--- src/rtl/knock_pattern_tx.sv ---
// Knock pattern transmitter: plays a latched knock pattern as fixed-width solenoid pulses separated by coded gaps.
// Optional abort input/aborted output are enabled by defining KNOCK_TX_ABORT_EN.
module knock_pattern_tx #(
  parameter int unsigned CLK_HZ      = 50_000_000,
  parameter int unsigned MAX_KNOCKS  = 8,
  parameter int unsigned GAP_W       = 4,
  parameter int unsigned PULSE_MS    = 20,
  parameter int unsigned GAP_UNIT_MS = 50
) (
  input  logic                          CLOCK_50,
  input  logic                          reset_n,
  input  logic                          start,
  input  logic [3:0]                    knock_count,
  input  logic [MAX_KNOCKS*GAP_W-1:0]   gap_codes,
`ifdef KNOCK_TX_ABORT_EN
  input  logic                          abort,
  output logic                          aborted,
`endif
  output logic                          solenoid_out,
  output logic                          busy,
  output logic                          done
);

  localparam int unsigned PULSE_CYC = CLK_HZ / 1000 * PULSE_MS;
  localparam int unsigned UNIT_CYC  = CLK_HZ / 1000 * GAP_UNIT_MS;
  localparam int unsigned GAP_MAX   = ((2 ** GAP_W) - 1) * UNIT_CYC;
  localparam int unsigned TIME_MAX  = (PULSE_CYC > GAP_MAX) ? PULSE_CYC : GAP_MAX;
  localparam int unsigned TIMER_W   = $clog2(TIME_MAX + 1);
  localparam int unsigned PAT_W     = MAX_KNOCKS * GAP_W;

  typedef enum logic [1:0] {
    IDLE   = 2'd0,
    PULSE  = 2'd1,
    GAP    = 2'd2,
    FINISH = 2'd3
  } state_e;

  localparam logic [TIMER_W-1:0] PULSE_LOAD = TIMER_W'(PULSE_CYC - 1);

  state_e               state_q, state_d;
  logic [TIMER_W-1:0]   timer_q, timer_d;
  logic [3:0]           k_q, k_d;
  logic [3:0]           count_q, count_d;
  logic [PAT_W-1:0]     gaps_q, gaps_d;
  logic                 solenoid_q, solenoid_d;
  logic                 busy_q, busy_d;
  logic                 done_q, done_d;
`ifdef KNOCK_TX_ABORT_EN
  logic                 aborted_q, aborted_d;
`endif

  logic [3:0]           clamp_c;
  logic [TIMER_W-1:0]   gap_cyc_c;
  logic [TIMER_W-1:0]   gap_load_c;

  // Current gap code always sits in the low slot; the latched pattern shifts down after each gap.
  always_comb begin
    clamp_c    = (32'(knock_count) > MAX_KNOCKS) ? 4'(MAX_KNOCKS) : knock_count;
    gap_cyc_c  = TIMER_W'(gaps_q[GAP_W-1:0]) * TIMER_W'(UNIT_CYC);
    gap_load_c = (gap_cyc_c == '0) ? '0 : gap_cyc_c - TIMER_W'(1);
  end

  always_comb begin
    state_d    = state_q;
    timer_d    = timer_q;
    k_d        = k_q;
    count_d    = count_q;
    gaps_d     = gaps_q;
    solenoid_d = 1'b0;
    busy_d     = 1'b0;
    done_d     = 1'b0;
`ifdef KNOCK_TX_ABORT_EN
    aborted_d  = 1'b0;
`endif
    unique case (state_q)
      IDLE: begin
        if (start) begin
          count_d = clamp_c;
          gaps_d  = gap_codes;
          k_d     = 4'd0;
          if (clamp_c == 4'd0) begin
            state_d = FINISH;
            done_d  = 1'b1;
          end else begin
            state_d    = PULSE;
            timer_d    = PULSE_LOAD;
            solenoid_d = 1'b1;
            busy_d     = 1'b1;
          end
        end
      end
      PULSE: begin
        busy_d = 1'b1;
        if (timer_q == '0) begin
          if (k_q == count_q - 4'd1) begin
            state_d = FINISH;
            busy_d  = 1'b0;
            done_d  = 1'b1;
          end else begin
            state_d = GAP;
            timer_d = gap_load_c;
          end
        end else begin
          timer_d    = timer_q - TIMER_W'(1);
          solenoid_d = 1'b1;
        end
      end
      GAP: begin
        busy_d = 1'b1;
        if (timer_q == '0) begin
          state_d    = PULSE;
          k_d        = k_q + 4'd1;
          gaps_d     = gaps_q >> GAP_W;
          timer_d    = PULSE_LOAD;
          solenoid_d = 1'b1;
        end else begin
          timer_d = timer_q - TIMER_W'(1);
        end
      end
      FINISH: begin
        state_d = IDLE;
      end
      default: begin
        state_d = IDLE;
      end
    endcase
`ifdef KNOCK_TX_ABORT_EN
    // Abort overrides whatever the playing states decided this cycle.
    if (abort && (state_q == PULSE || state_q == GAP)) begin
      state_d    = IDLE;
      timer_d    = '0;
      solenoid_d = 1'b0;
      busy_d     = 1'b0;
      done_d     = 1'b0;
      aborted_d  = 1'b1;
    end
`endif
  end

  always_ff @(posedge CLOCK_50 or negedge reset_n) begin
    if (!reset_n) begin
      state_q    <= IDLE;
      timer_q    <= '0;
      k_q        <= 4'd0;
      count_q    <= 4'd0;
      gaps_q     <= '0;
      solenoid_q <= 1'b0;
      busy_q     <= 1'b0;
      done_q     <= 1'b0;
`ifdef KNOCK_TX_ABORT_EN
      aborted_q  <= 1'b0;
`endif
    end else begin
      state_q    <= state_d;
      timer_q    <= timer_d;
      k_q        <= k_d;
      count_q    <= count_d;
      gaps_q     <= gaps_d;
      solenoid_q <= solenoid_d;
      busy_q     <= busy_d;
      done_q     <= done_d;
`ifdef KNOCK_TX_ABORT_EN
      aborted_q  <= aborted_d;
`endif
    end
  end

  assign solenoid_out = solenoid_q;
  assign busy         = busy_q;
  assign done         = done_q;
`ifdef KNOCK_TX_ABORT_EN
  assign aborted      = aborted_q;
`endif

endmodule

--- config.mk ---
export PLATFORM = sky130hd
export DESIGN_NAME = knock_pattern_tx
export DESIGN_NICKNAME = d
export VERILOG_FILES = /design/src/rtl/knock_pattern_tx.sv
export SDC_FILE = /design/constraint.sdc
export NUM_CORES = 1
export LEC_CHECK = 0
export CORE_MARGIN = 2
export CORE_UTILIZATION = 45
export CTS_CLUSTER_SIZE = 24
export DETAILED_ROUTE_END_ITERATION = 10
export PLACE_DENSITY = 0.67
export SYNTH_ARGS = -nofsm -noshare
export SYNTH_HDL_FRONTEND = slang
export SYNTH_SLANG_ARGS = --single-unit
--- constraint.sdc ---
create_clock -name CLOCK_50 -period 4.5 [get_ports CLOCK_50]
set_input_delay 0.9 -clock CLOCK_50 [delete_from_list [all_inputs] [get_ports CLOCK_50]]
set_output_delay 0.9 -clock CLOCK_50 [all_outputs]
set_load 0.01 [all_outputs]
==> reports/results.tsv <==
metric	value	unit
WHS	482	ps
synthesized flop and latch total	71	
Initial DRT Pass Iterations	7	
PD cells	227	nW/µm²
placed inst area	6000	µm²
DRT iter0 DRCs	369	
Synth cell types	72	
total power	1.44	mW
Min-Delay Path Depth	2	
vias in the first global route	4800	
gr usage total	22.6	%
relative slew slack	30.7	%
H-tree depth	3	
CP cell instances	ha_1 > fa_1 > inv_1 > ha_1 > and2b_1 > or4_1 > a2111o_1 > a2111oi_4 > and3_4 > a41o_4 > o21ai_0 > a22o_1	
Overflow after GRT	0	
Top delay family on crit path	compound AO/OA/AOI/OAI gates	
Syn. warnings	0	
DRT antenna net count	0	
area share of the largest cell type after synthesis	32.9	%
worst vdd ir	238	µV
reg-to-reg endpoint	timer_q[2]	
post-synthesis sequential area ratio	32.9	%
drt total wl	13.9	mm
placed cell count	809	
largest area contributor in the netlist	dfrtp_1	
CTS Hold Bufs	0	
Max Slew Vio Count	0	
clk sink count	71	
critical path endpoint category	register	
Die Y	113	µm
WHS Endpoint	gaps_q[7]	
final setup violation count	0	
first-pass GRT wire length	23.4	mm
Post-synth ARST share	100	%
worst reg2reg setup slack	180	ps
Port Buffers	41	
leak pwr	2.87	nW
# IOs	42	
worst slew pin tran	1030	ps
CTS tree	done	
CTS buffer count	9	
layout cells sized above 1	7.62	%
most common cell type on the critical path	ha_1	
postcts setup bufs	0	
Worst Skew	9.18	ps
area taken by multi-input logic gates	3430	µm²
top post-synthesis cells by area	dfrtp_1, ha_1, o21ai_0, mux2i_1, nand2_1	
required time worst endpoint	4720	ps
initial antenna violation count	0	
Hold WC Path Type	reg2reg	
crit path DAT	4540	ps
drt drc	0	
Clk pin slew, worst setup/hold paths	60	ps
final hold violation count	0	
R2R cell count	12	
Post-Layout Cell Count	825	
TNS Setup	0	ps
Vias per Instance	5.98	
Final Cell Area	6340	µm²
synthesized cell area	5390	µm²
Initial Utilization	46.6	%
Final Wtd Congestion	0.957	
diodes inserted	0	
Crit path largest cell delay	530	ps
Layout area overhead	17.5	%
Longest Clk Path Bufs	2	
Mapped Nets	709	
CP max-delay cell	fa_1	
RR Startpoint	gaps_q[3]	
DPL Wire Length	10.4	mm
Critical Path Start Type	register	
max-cap viol count	0	
flip-flop and latch area	1780	µm²
Post-Place Worst Slack	10.3	ps
Core Util, Final	54.8	%
EDFF count, synth	0	
Die Wd	113	µm
min-delay src	gaps_q[7]	
crit share post-route	96.1	%
Most used DFF post-synth	dfrtp_1	
Cell Rows	39	
FMAX	231	MHz
Setup CP Type	reg2reg	
Synth Area per Inst	8.48	µm²
largest net degree at the start of global routing	72	
final setup margin	177	ps
crit-path max FO	14	
WL/cell	16.9	µm
status	complete, no violations	
Root Buffer	clkbuf_16	
FILL cells	1071	
Final min period	4320	ps
CP Buf/Inv Count	1	
Layout Nets	750	
core area	11600	µm²
Mapped Cells	636	
DR vias	4936	
die footprint	12900	µm²
Skew-Pair Late Insertion Delay	340	ps
==> worst reg2reg max path: stages (launching register included) <==
cell and delay, ps:
dfrtp_1 420, ha_1 330, fa_1 530, inv_1 50, ha_1 340, and2b_1 190, or4_1 500, a2111o_1 450
a2111oi_4 450, and3_4 310, a41o_4 310, o21ai_0 100, a22o_1 250
==> metal layers <==
metal  GRT usage (%)  part of all wire, %
met1            30.2                   45
met2            36.9                   47
met3            5.26                  6.8
met4            6.10                  1.4
met5               0                    0
==> cells in the final DEF, fill, tap and decap left out, drive strengths merged, types with 11 or more instances in the layout <==
master          n
ha             32
xor2           15
nor2           45
buf            19
mux2i          30
nor3           17
xnor2          23
nor4           12
nand2          68
clkdlybuf4s50  40
o211ai         11
dfrtp          71
nand3          12
o21ai          78
inv            30
a21oi          33
==> where the power goes <==
group | switching, mW | total [mW] | internal (mW) | leakage, nW
logic | 0.0184 | 0.0482 | 0.0298 | 1.80
registers | 0 | 0.638 | 0.638 | 0.919
clock network | 0.301 | 0.753 | 0.452 | 0.151
total | 0.320 | 1.44 | 1.12 | 2.87
==> state kept, by name, summed over array words and instances, names as in the netlist <==
register / cells
busy: 1
count_q: 4
done: 1
gaps_q: 32
k_q: 4
solenoid_out: 1
state_q: 2
timer_q: 26
==> cell families after synthesis <==
group | share of synthesized area, %
AOI/OAI and AO/OA | 22.3
DFF | 32.9
adders and majority gates | 8.17
xor gates and xnor gates | 6.17
buffers and inverters | 4.15
muxes | 5.78
and+or+nand+nor | 20.5
==> cell type report <==
cell class | instances | area share, %
Clock buffer | 10 | 3.77
Clock inverter | 6 | 1.15
Inverter | 26 | 1.54
Multi-Input combinational cell | 510 | 54.1
Sequential cell | 71 | 28.1
Tap cell | 143 | 2.82
Timing Repair Buffer | 59 | 8.57
==> synth_stat cells (all sizes together), types with 7 or more instances <==
cell type  number
nor3           17
a22o            7
dfrtp          71
and3            7
nand3          12
xor2           15
o21ai          78
o211ai         11
clkbuf         23
xnor2          23
or4             7
nor4           12
inv            26
and2            8
nand2          68
ha             32
a21oi          33
nand2b          7
mux2i          30
nor2           45
==> worst max path at each step <==
stage | from | slack (ps) | depth (start not counted) | endpoint
floorplan | gaps_q[2] | 40 | 16 | timer_q[4]
global placement | gaps_q[3] | 90 | 12 | timer_q[4]
detailed placement | gaps_q[3] | 10 | 12 | timer_q[4]
CTS | gaps_q[3] | 20 | 12 | timer_q[2]
global route | gaps_q[3] | -4 | 12 | timer_q[2]
finish | gaps_q[3] | 180 | 12 | timer_q[2]
==> what timing repair did <==
item                                    CTS  global route
pin swaps                                 0             3
gates resized for setup                   1             5
endpoints found under the setup margin    2            14
Note: power is estimated with default switching activity, not from simulation.
